--- src/rtl/mult_div_unit_if.sv ---
// Purpose: bundles the pipeline <-> mult/div unit signals (operands, HI/LO access, status).
// Latency: pure wiring, no storage.
// Backpressure: none here; the pipeline observes busy and stalls MFHI/MFLO itself.
interface mult_div_unit_if #(
  parameter int WIDTH = 32
);
  logic             start;
  logic [1:0]       op;
  logic [WIDTH-1:0] read_data_1;
  logic [WIDTH-1:0] read_data_2;
  logic             hi_we;
  logic             lo_we;
  logic [WIDTH-1:0] wdata;
  logic             rd_sel;
  logic [WIDTH-1:0] read_data;
  logic             busy;
  logic             done;
  logic             div_zero;

  // Pipeline side: launches ops, writes/reads HI/LO.
  modport master (
    output start, op, read_data_1, read_data_2, hi_we, lo_we, wdata, rd_sel,
    input  read_data, busy, done, div_zero
  );

  // Unit side.
  modport slave (
    input  start, op, read_data_1, read_data_2, hi_we, lo_we, wdata, rd_sel,
    output read_data, busy, done, div_zero
  );
endinterface

--- src/rtl/mult_div_unit.sv ---
// Purpose: iterative shift-add multiplier / restoring divider owning HI/LO; SIGNED_OPS_EN enables signed MULT/DIV.
// Latency: WIDTH+1 cycles start->done (1 cycle for divide by zero); HI/LO reads are combinational.
// Backpressure: none; start and MTHI/MTLO writes are dropped while busy=1, caller must wait for done.
module mult_div_unit #(
  parameter int WIDTH = 32
) (
  input  logic           clk,
  input  logic           rst_n,
  mult_div_unit_if.slave mdu
);
  localparam int CW = $clog2(WIDTH);

  typedef enum logic [1:0] {IDLE, RUN, FIX} state_t;

  state_t           state_q, state_d;
  logic [WIDTH-1:0] hi_q, hi_d, lo_q, lo_d;
  // wa: product upper half / partial remainder; wb: multiplier / quotient-dividend.
  logic [WIDTH-1:0] wa_q, wa_d, wb_q, wb_d;
  // opb: multiplicand (mult) or divisor (div) magnitude.
  logic [WIDTH-1:0] opb_q, opb_d;
  logic [CW-1:0]    cnt_q, cnt_d;
  logic             is_div_q, is_div_d;
  logic             neg_prod_q, neg_prod_d;  // negate product / quotient in FIX
  logic             neg_rem_q, neg_rem_d;    // negate remainder in FIX
  logic             dz_q, dz_d;              // divide-by-zero result waiting in FIX
  logic             done_q, done_d;
  logic             div_zero_q, div_zero_d;

  logic             signed_op, sgn_a, sgn_b;
  logic [WIDTH-1:0] mag_a, mag_b, addend;
  logic [WIDTH:0]   msum, dtrial;
  logic [2*WIDTH-1:0] prod_neg;

`ifdef SIGNED_OPS_EN
  assign signed_op = mdu.op[0];
`else
  // op[0] has no effect in an unsigned-only build; the AND folds it away.
  assign signed_op = mdu.op[0] & 1'b0;
`endif

  assign sgn_a  = signed_op & mdu.read_data_1[WIDTH-1];
  assign sgn_b  = signed_op & mdu.read_data_2[WIDTH-1];
  assign mag_a  = sgn_a ? -mdu.read_data_1 : mdu.read_data_1;
  assign mag_b  = sgn_b ? -mdu.read_data_2 : mdu.read_data_2;

  // One multiply step adds the multiplicand when the multiplier LSB is set, then shifts right.
  assign addend   = wb_q[0] ? opb_q : '0;
  assign msum     = {1'b0, wa_q} + {1'b0, addend};
  // One divide step: trial-subtract the divisor from the remainder shifted left by one dividend bit.
  assign dtrial   = {wa_q, wb_q[WIDTH-1]} - {1'b0, opb_q};
  assign prod_neg = -{wa_q, wb_q};

  assign mdu.read_data = mdu.rd_sel ? hi_q : lo_q;
  assign mdu.busy      = (state_q != IDLE);
  assign mdu.done      = done_q;
  assign mdu.div_zero  = div_zero_q;

  // Next-state and datapath: capture in IDLE, iterate in RUN, sign-fix and commit in FIX.
  always_comb begin
    state_d    = state_q;
    hi_d       = hi_q;
    lo_d       = lo_q;
    wa_d       = wa_q;
    wb_d       = wb_q;
    opb_d      = opb_q;
    cnt_d      = cnt_q;
    is_div_d   = is_div_q;
    neg_prod_d = neg_prod_q;
    neg_rem_d  = neg_rem_q;
    dz_d       = dz_q;
    done_d     = 1'b0;
    div_zero_d = 1'b0;
    case (state_q)
      IDLE: begin
        if (mdu.start) begin
          is_div_d = mdu.op[1];
          cnt_d    = '0;
          if (mdu.op[1] && (mdu.read_data_2 == '0)) begin
            // Divide by zero skips iteration; FIX commits HI=rs, LO=all ones unchanged.
            wa_d       = mdu.read_data_1;
            wb_d       = '1;
            dz_d       = 1'b1;
            neg_prod_d = 1'b0;
            neg_rem_d  = 1'b0;
            state_d    = FIX;
          end else begin
            dz_d       = 1'b0;
            neg_prod_d = sgn_a ^ sgn_b;
            neg_rem_d  = sgn_a & mdu.op[1];
            wa_d       = '0;
            wb_d       = mdu.op[1] ? mag_a : mag_b;
            opb_d      = mdu.op[1] ? mag_b : mag_a;
            state_d    = RUN;
          end
        end else begin
          // MTHI/MTLO only land when no op is being launched.
          if (mdu.hi_we) hi_d = mdu.wdata;
          if (mdu.lo_we) lo_d = mdu.wdata;
        end
      end
      RUN: begin
        if (is_div_q) begin
          if (!dtrial[WIDTH]) begin
            wa_d = dtrial[WIDTH-1:0];
            wb_d = {wb_q[WIDTH-2:0], 1'b1};
          end else begin
            wa_d = {wa_q[WIDTH-2:0], wb_q[WIDTH-1]};
            wb_d = {wb_q[WIDTH-2:0], 1'b0};
          end
        end else begin
          wa_d = msum[WIDTH:1];
          wb_d = {msum[0], wb_q[WIDTH-1:1]};
        end
        cnt_d = cnt_q + CW'(1);
        if (cnt_q == CW'(WIDTH-1)) state_d = FIX;
      end
      FIX: begin
        done_d  = 1'b1;
        state_d = IDLE;
        if (dz_q) begin
          hi_d       = wa_q;
          lo_d       = wb_q;
          div_zero_d = 1'b1;
        end else if (is_div_q) begin
          hi_d = neg_rem_q  ? -wa_q : wa_q;
          lo_d = neg_prod_q ? -wb_q : wb_q;
        end else begin
          {hi_d, lo_d} = neg_prod_q ? prod_neg : {wa_q, wb_q};
        end
      end
      default: state_d = IDLE;
    endcase
  end

  // State and datapath registers; reset abandons any in-flight op.
  always_ff @(posedge clk or negedge rst_n) begin
    if (!rst_n) begin
      state_q    <= IDLE;
      hi_q       <= '0;
      lo_q       <= '0;
      wa_q       <= '0;
      wb_q       <= '0;
      opb_q      <= '0;
      cnt_q      <= '0;
      is_div_q   <= 1'b0;
      neg_prod_q <= 1'b0;
      neg_rem_q  <= 1'b0;
      dz_q       <= 1'b0;
      done_q     <= 1'b0;
      div_zero_q <= 1'b0;
    end else begin
      state_q    <= state_d;
      hi_q       <= hi_d;
      lo_q       <= lo_d;
      wa_q       <= wa_d;
      wb_q       <= wb_d;
      opb_q      <= opb_d;
      cnt_q      <= cnt_d;
      is_div_q   <= is_div_d;
      neg_prod_q <= neg_prod_d;
      neg_rem_q  <= neg_rem_d;
      dz_q       <= dz_d;
      done_q     <= done_d;
      div_zero_q <= div_zero_d;
    end
  end
endmodule

--- src/flat_wrapper.sv ---
// flat-port wrapper written by rule: the top's interface ports become plain ports
module mult_div_unit_flat 
#(
  parameter int WIDTH = 32
)
  (clk, rst_n, mdu_start, mdu_op, mdu_read_data_1, mdu_read_data_2, mdu_hi_we, mdu_lo_we, mdu_wdata, mdu_rd_sel, mdu_read_data, mdu_busy, mdu_done, mdu_div_zero);
  mult_div_unit_if #(.WIDTH(WIDTH)) mdu_i ();
  input  logic clk;
  input  logic rst_n;
  input wire logic [$bits(mdu_i.start)-1:0] mdu_start;
  input wire logic [$bits(mdu_i.op)-1:0] mdu_op;
  input wire logic [$bits(mdu_i.read_data_1)-1:0] mdu_read_data_1;
  input wire logic [$bits(mdu_i.read_data_2)-1:0] mdu_read_data_2;
  input wire logic [$bits(mdu_i.hi_we)-1:0] mdu_hi_we;
  input wire logic [$bits(mdu_i.lo_we)-1:0] mdu_lo_we;
  input wire logic [$bits(mdu_i.wdata)-1:0] mdu_wdata;
  input wire logic [$bits(mdu_i.rd_sel)-1:0] mdu_rd_sel;
  output wire logic [$bits(mdu_i.read_data)-1:0] mdu_read_data;
  output wire logic [$bits(mdu_i.busy)-1:0] mdu_busy;
  output wire logic [$bits(mdu_i.done)-1:0] mdu_done;
  output wire logic [$bits(mdu_i.div_zero)-1:0] mdu_div_zero;
  assign mdu_i.start = mdu_start;
  assign mdu_i.op = mdu_op;
  assign mdu_i.read_data_1 = mdu_read_data_1;
  assign mdu_i.read_data_2 = mdu_read_data_2;
  assign mdu_i.hi_we = mdu_hi_we;
  assign mdu_i.lo_we = mdu_lo_we;
  assign mdu_i.wdata = mdu_wdata;
  assign mdu_i.rd_sel = mdu_rd_sel;
  assign mdu_read_data = mdu_i.read_data;
  assign mdu_busy = mdu_i.busy;
  assign mdu_done = mdu_i.done;
  assign mdu_div_zero = mdu_i.div_zero;
  mult_div_unit #(.WIDTH(WIDTH)) u_core (.clk(clk), .rst_n(rst_n), .mdu(mdu_i));
endmodule
--- config.mk ---
export PLATFORM = sky130hd
export DESIGN_NAME = mult_div_unit_flat
export DESIGN_NICKNAME = d
export VERILOG_FILES = /design/src/rtl/mult_div_unit_if.sv /design/src/rtl/mult_div_unit.sv /design/src/flat_wrapper.sv
export SDC_FILE = /design/constraint.sdc
export NUM_CORES = 1
export LEC_CHECK = 0
export ABC_AREA = 1
export CAP_MARGIN = 0
export CORE_MARGIN = 4
export CORE_UTILIZATION = 61
export CTS_BUF_LIST = sky130_fd_sc_hd__clkbuf_4 sky130_fd_sc_hd__clkbuf_8
export CTS_CLUSTER_DIAMETER = 100
export DETAILED_ROUTE_END_ITERATION = 6
export PLACE_DENSITY = 0.84
export SKIP_CTS_REPAIR_TIMING = 1
export SLEW_MARGIN = 20
export SYNTH_ARGS = -nofsm -noshare
export SYNTH_HDL_FRONTEND = slang
export SYNTH_SLANG_ARGS = --single-unit
--- constraint.sdc ---
create_clock -name clk -period 3.6 [get_ports clk]
set_clock_uncertainty 0.2 [all_clocks]
set_input_delay 0.72 -clock clk [delete_from_list [all_inputs] [get_ports clk]]
set_output_delay 0.72 -clock clk [all_outputs]
set_load 0.01 [all_outputs]
==> results.py <==
metrics = {
    "timing": {
        "final.min_clock_period_ps": 3290,
        "final_count_of_pins_violating_max_slew": 0,
        "setup_viol": 0,
        "timing_hold_violations_final": 0,
        "maxClockFrequency_mhz": 304,
        "setup_repair_after_global_routing_missed_its_margin": "false",
        "worst_slew_pin_slew_ps": 1120,
        "final.setup.tns_ps": 0,
        "worst_slew_margin_rel": 0.254,
        "worst_setup_slack_final_ps": 307,
        "timing.final.crit_share": 0.915,
    },
    "job": {
        "max_cap_viol_count": 0,
    },
    "cts": {
        "tritoncts.num_buffers": 17,
        "clock_tree_from_tritoncts": "done",
        "clock_tree.htree_level_count": 4,
        "cts_max_path_buffers": 2,
        "clock_tree.root_cell": "clkbuf_8",
        "clk_pin_slew_worst_paths_ps": 100,
        "clk-insertion-delay-late_ps": 480,
        "numClockSinks": 171,
    },
    "yosys": {
        "ys.flop_type": "dfrtp_1",
        "ys_seq_area_frac": 0.291,
        "synth.avg_cell_area_um2": 6.21,
        "syn-instance-count": 2371,
        "count_of_flip_flops_with_a_built_in_enable_after_synthesis": 0,
        "total_nets_after_synthesis": 2543,
        "yosysTopAreaCellShare": 0.291,
        "yosys.cell_types.count": 45,
        "synth.area.top_cells": "dfrtp_1, nand2_1, inv_1",
        "async_flop_share": 1.00,
        "ys_seq_elements": 171,
        "yosysTopAreaCell": "dfrtp_1",
        "synthesis.yosys.warnings": 0,
        "synth.cell_area_um2": 14700,
    },
    "grt": {
        "grt-ovfl-total": 0,
        "grt_start_max_net_pins": 108,
        "grt_antenna_before_repair": 0,
        "grt_usage": 0.395,
        "grt_pass1_wl_mm": 82.6,
        "grt_pass1_vias": 15667,
    },
    "layout": {
        "final-instance-count-excl-fill": 2804,
        "nNetsFinal": 2644,
        "num_antenna_cells": 0,
        "layout-drive-gt1-share": 0.0612,
        "area_delta_synth_final_pct": 15.1,
        "fin_area_um2": 16900,
    },
    "route": {
        "wire_per_inst_um": 18.9,
        "drt.antenna.violating_nets": 0,
        "drt-vias-per-instance": 5.93,
        "drt_first_iter_violations": 2081,
        "num_vias": 16618,
        "total_wire_length_after_detailed_routing_mm": 53.1,
        "detailedRoute.firstPassIterationCount": 6,
        "drc": 0,
    },
    "worst_setup_path": {
        "endpoint_type_of_the_worst_setup_path": "register",
        "arrival_ps": 3470,
        "critical_path_required_ps": 3770,
        "timing.setup.critical_path_class": "register to register",
        "worstPathMaxFanout": 13,
        "crit_path_start_kind": "register",
    },
    "placed_design": {
        "gp_routability_congestion": 1.02,
        "post_place_setup_slack_ps": 80.2,
        "post-dp-hpwl_mm": 40.7,
        "placement.cell_area_um2": 16500,
        "numPortBuffers": 137,
        "numPlacedInstances": 2771,
    },
    "floorplanning": {
        "initial_core_util": 0.624,
        "row_count": 56,
        "chipWidth_um": 163,
        "fp.dieH_um": 163,
        "die-area_um2": 26700,
        "floorplan.core_area_um2": 23600,
        "design.portCount": 139,
    },
    "power": {
        "leakagePower_nw": 8.97,
        "power_density_relative_to_cell_area_nw_per_um2": 969,
        "power.total_w": 0.0164,
        "vdd.ir_drop.worst_uv": 553,
    },
    "min_path": {
        "hold_path_class": "register to register",
    },
    "run_status": {
        "run_status": "complete, no violations",
    },
}
## worst paths after layout
kind,start,end,slack [ps],cells past startpoint
setup / recovery,u_core.wb_q[0],u_core.wa_q[28],310,14
hold reg to reg,u_core.cnt_q[3],u_core.cnt_q[3],280,1
min in group asynchronous,rst_n,u_core.opb_q[4],480,2
setup reg to reg,u_core.wb_q[0],u_core.wa_q[28],310,14
hold / removal,u_core.cnt_q[3],u_core.cnt_q[3],280,1
max in group asynchronous,rst_n,u_core.is_div_q,1960,3
## critical path, stage by stage, from the launching register on
cell,delay [ps]
dfrtp_1,810
buf_4,330
nand2_1,80
inv_1,60
ha_1,270
a21oi_1,250
o21ai_0,170
a21oi_1,230
nor2_1,110
nor2_1,140
nand3_1,90
nand3_1,110
nand3_1,180
nand2_1,110
nand2_1,50
## flip-flops by register name, indices dropped and copies added, names as in the netlist
name,flops
u_core.mdu.div_zero,1
u_core.cnt_q,5
u_core.state_q,2
u_core.hi_q,32
u_core.opb_q,32
u_core.wb_q,32
u_core.is_div_q,1
u_core.lo_q,32
u_core.mdu.done,1
u_core.wa_q,32
u_core.dz_q,1
## logic make-up after synthesis
group,count (synthesis),share of synthesized area
xor+xnor,16,0.00952
simple gates,1196,0.331
compound gates,430,0.165
flops,171,0.291
mux,32,0.0245
fa+ha+maj,68,0.0588
buf+inv,458,0.121
## where the power goes
part / internal (W) / leakage (nW) / switching [W] / total, W
clock network: 0.000529 / 0.195 / 0.000850 / 0.00138
registers: 0.00282 / 2.13 / 0.000865 / 0.00369
logic: 0.00395 / 6.64 / 0.00739 / 0.0113
## final cells by class
cell class              instances  area, µm²
multi-input cells            1742       8700
clock inverters                14        160
inverters                     354       1330
repair buffers                186       1830
fillers                      2032       6670
flip-flops and latches        171       4280
clock buffers                  18        241
well taps                     319        399
## placed cells by master (no fill, tap or decap), drive strengths merged, types with 2 or more instances in the layout
cell type      netlist  layout
nand2              829     829
inv                353     357
nor2               189     189
o21ai              178     178
dfrtp              171     171
clkdlybuf4s50        0     135
a21oi              120     120
nand3              119     119
ha                  66      66
buf                 30      50
a31oi               42      42
a22oi               38      38
mux2                32      32
o211ai              26      26
clkbuf              74      18
nand4               15      15
nand3b              15      15
a211oi              15      15
xnor2               13      13
nor3                12      12
clkinv               1       9
nor4                 8       8
a21o                 4       4
o21a                 4       4
or2                  4       4
and2                 3       3
xor2                 3       3
fa                   2       2
clkinvlp             0       2
nor3b                2       2
## synthesized netlist by cell type (18+ instances only)
cell type,number
nand2_1,819
a21oi_1,120
o21ai_0,159
inv_1,346
o21ai_1,18
dfrtp_1,171
mux2_2,32
nand3_1,118
clkbuf_1,74
nor2_1,182
ha_1,66
a31oi_1,42
a22oi_1,38
o211ai_1,26
## metal layers
metal / track usage / wire, µm / part of all wire / vias to the layer above
met5: 0 / 0 / 0 / -
met4: 0.222 / 3450 / 0.065 / 0
met3: 0.0636 / 4950 / 0.093 / 206
met2: 0.625 / 23700 / 0.45 / 952
met1: 0.516 / 21000 / 0.40 / 7671
li1: - / - / - / 7789
## through the flow
stage | hold slack, ps | utilization
floorplan | 224 | -
global placement | 248 | 0.699
detailed placement | 263 | 0.700
CTS | -98.8 | 0.717
global route | 312 | 0.718
finish | 277 | 0.718
(Power assumes the default switching activity.)
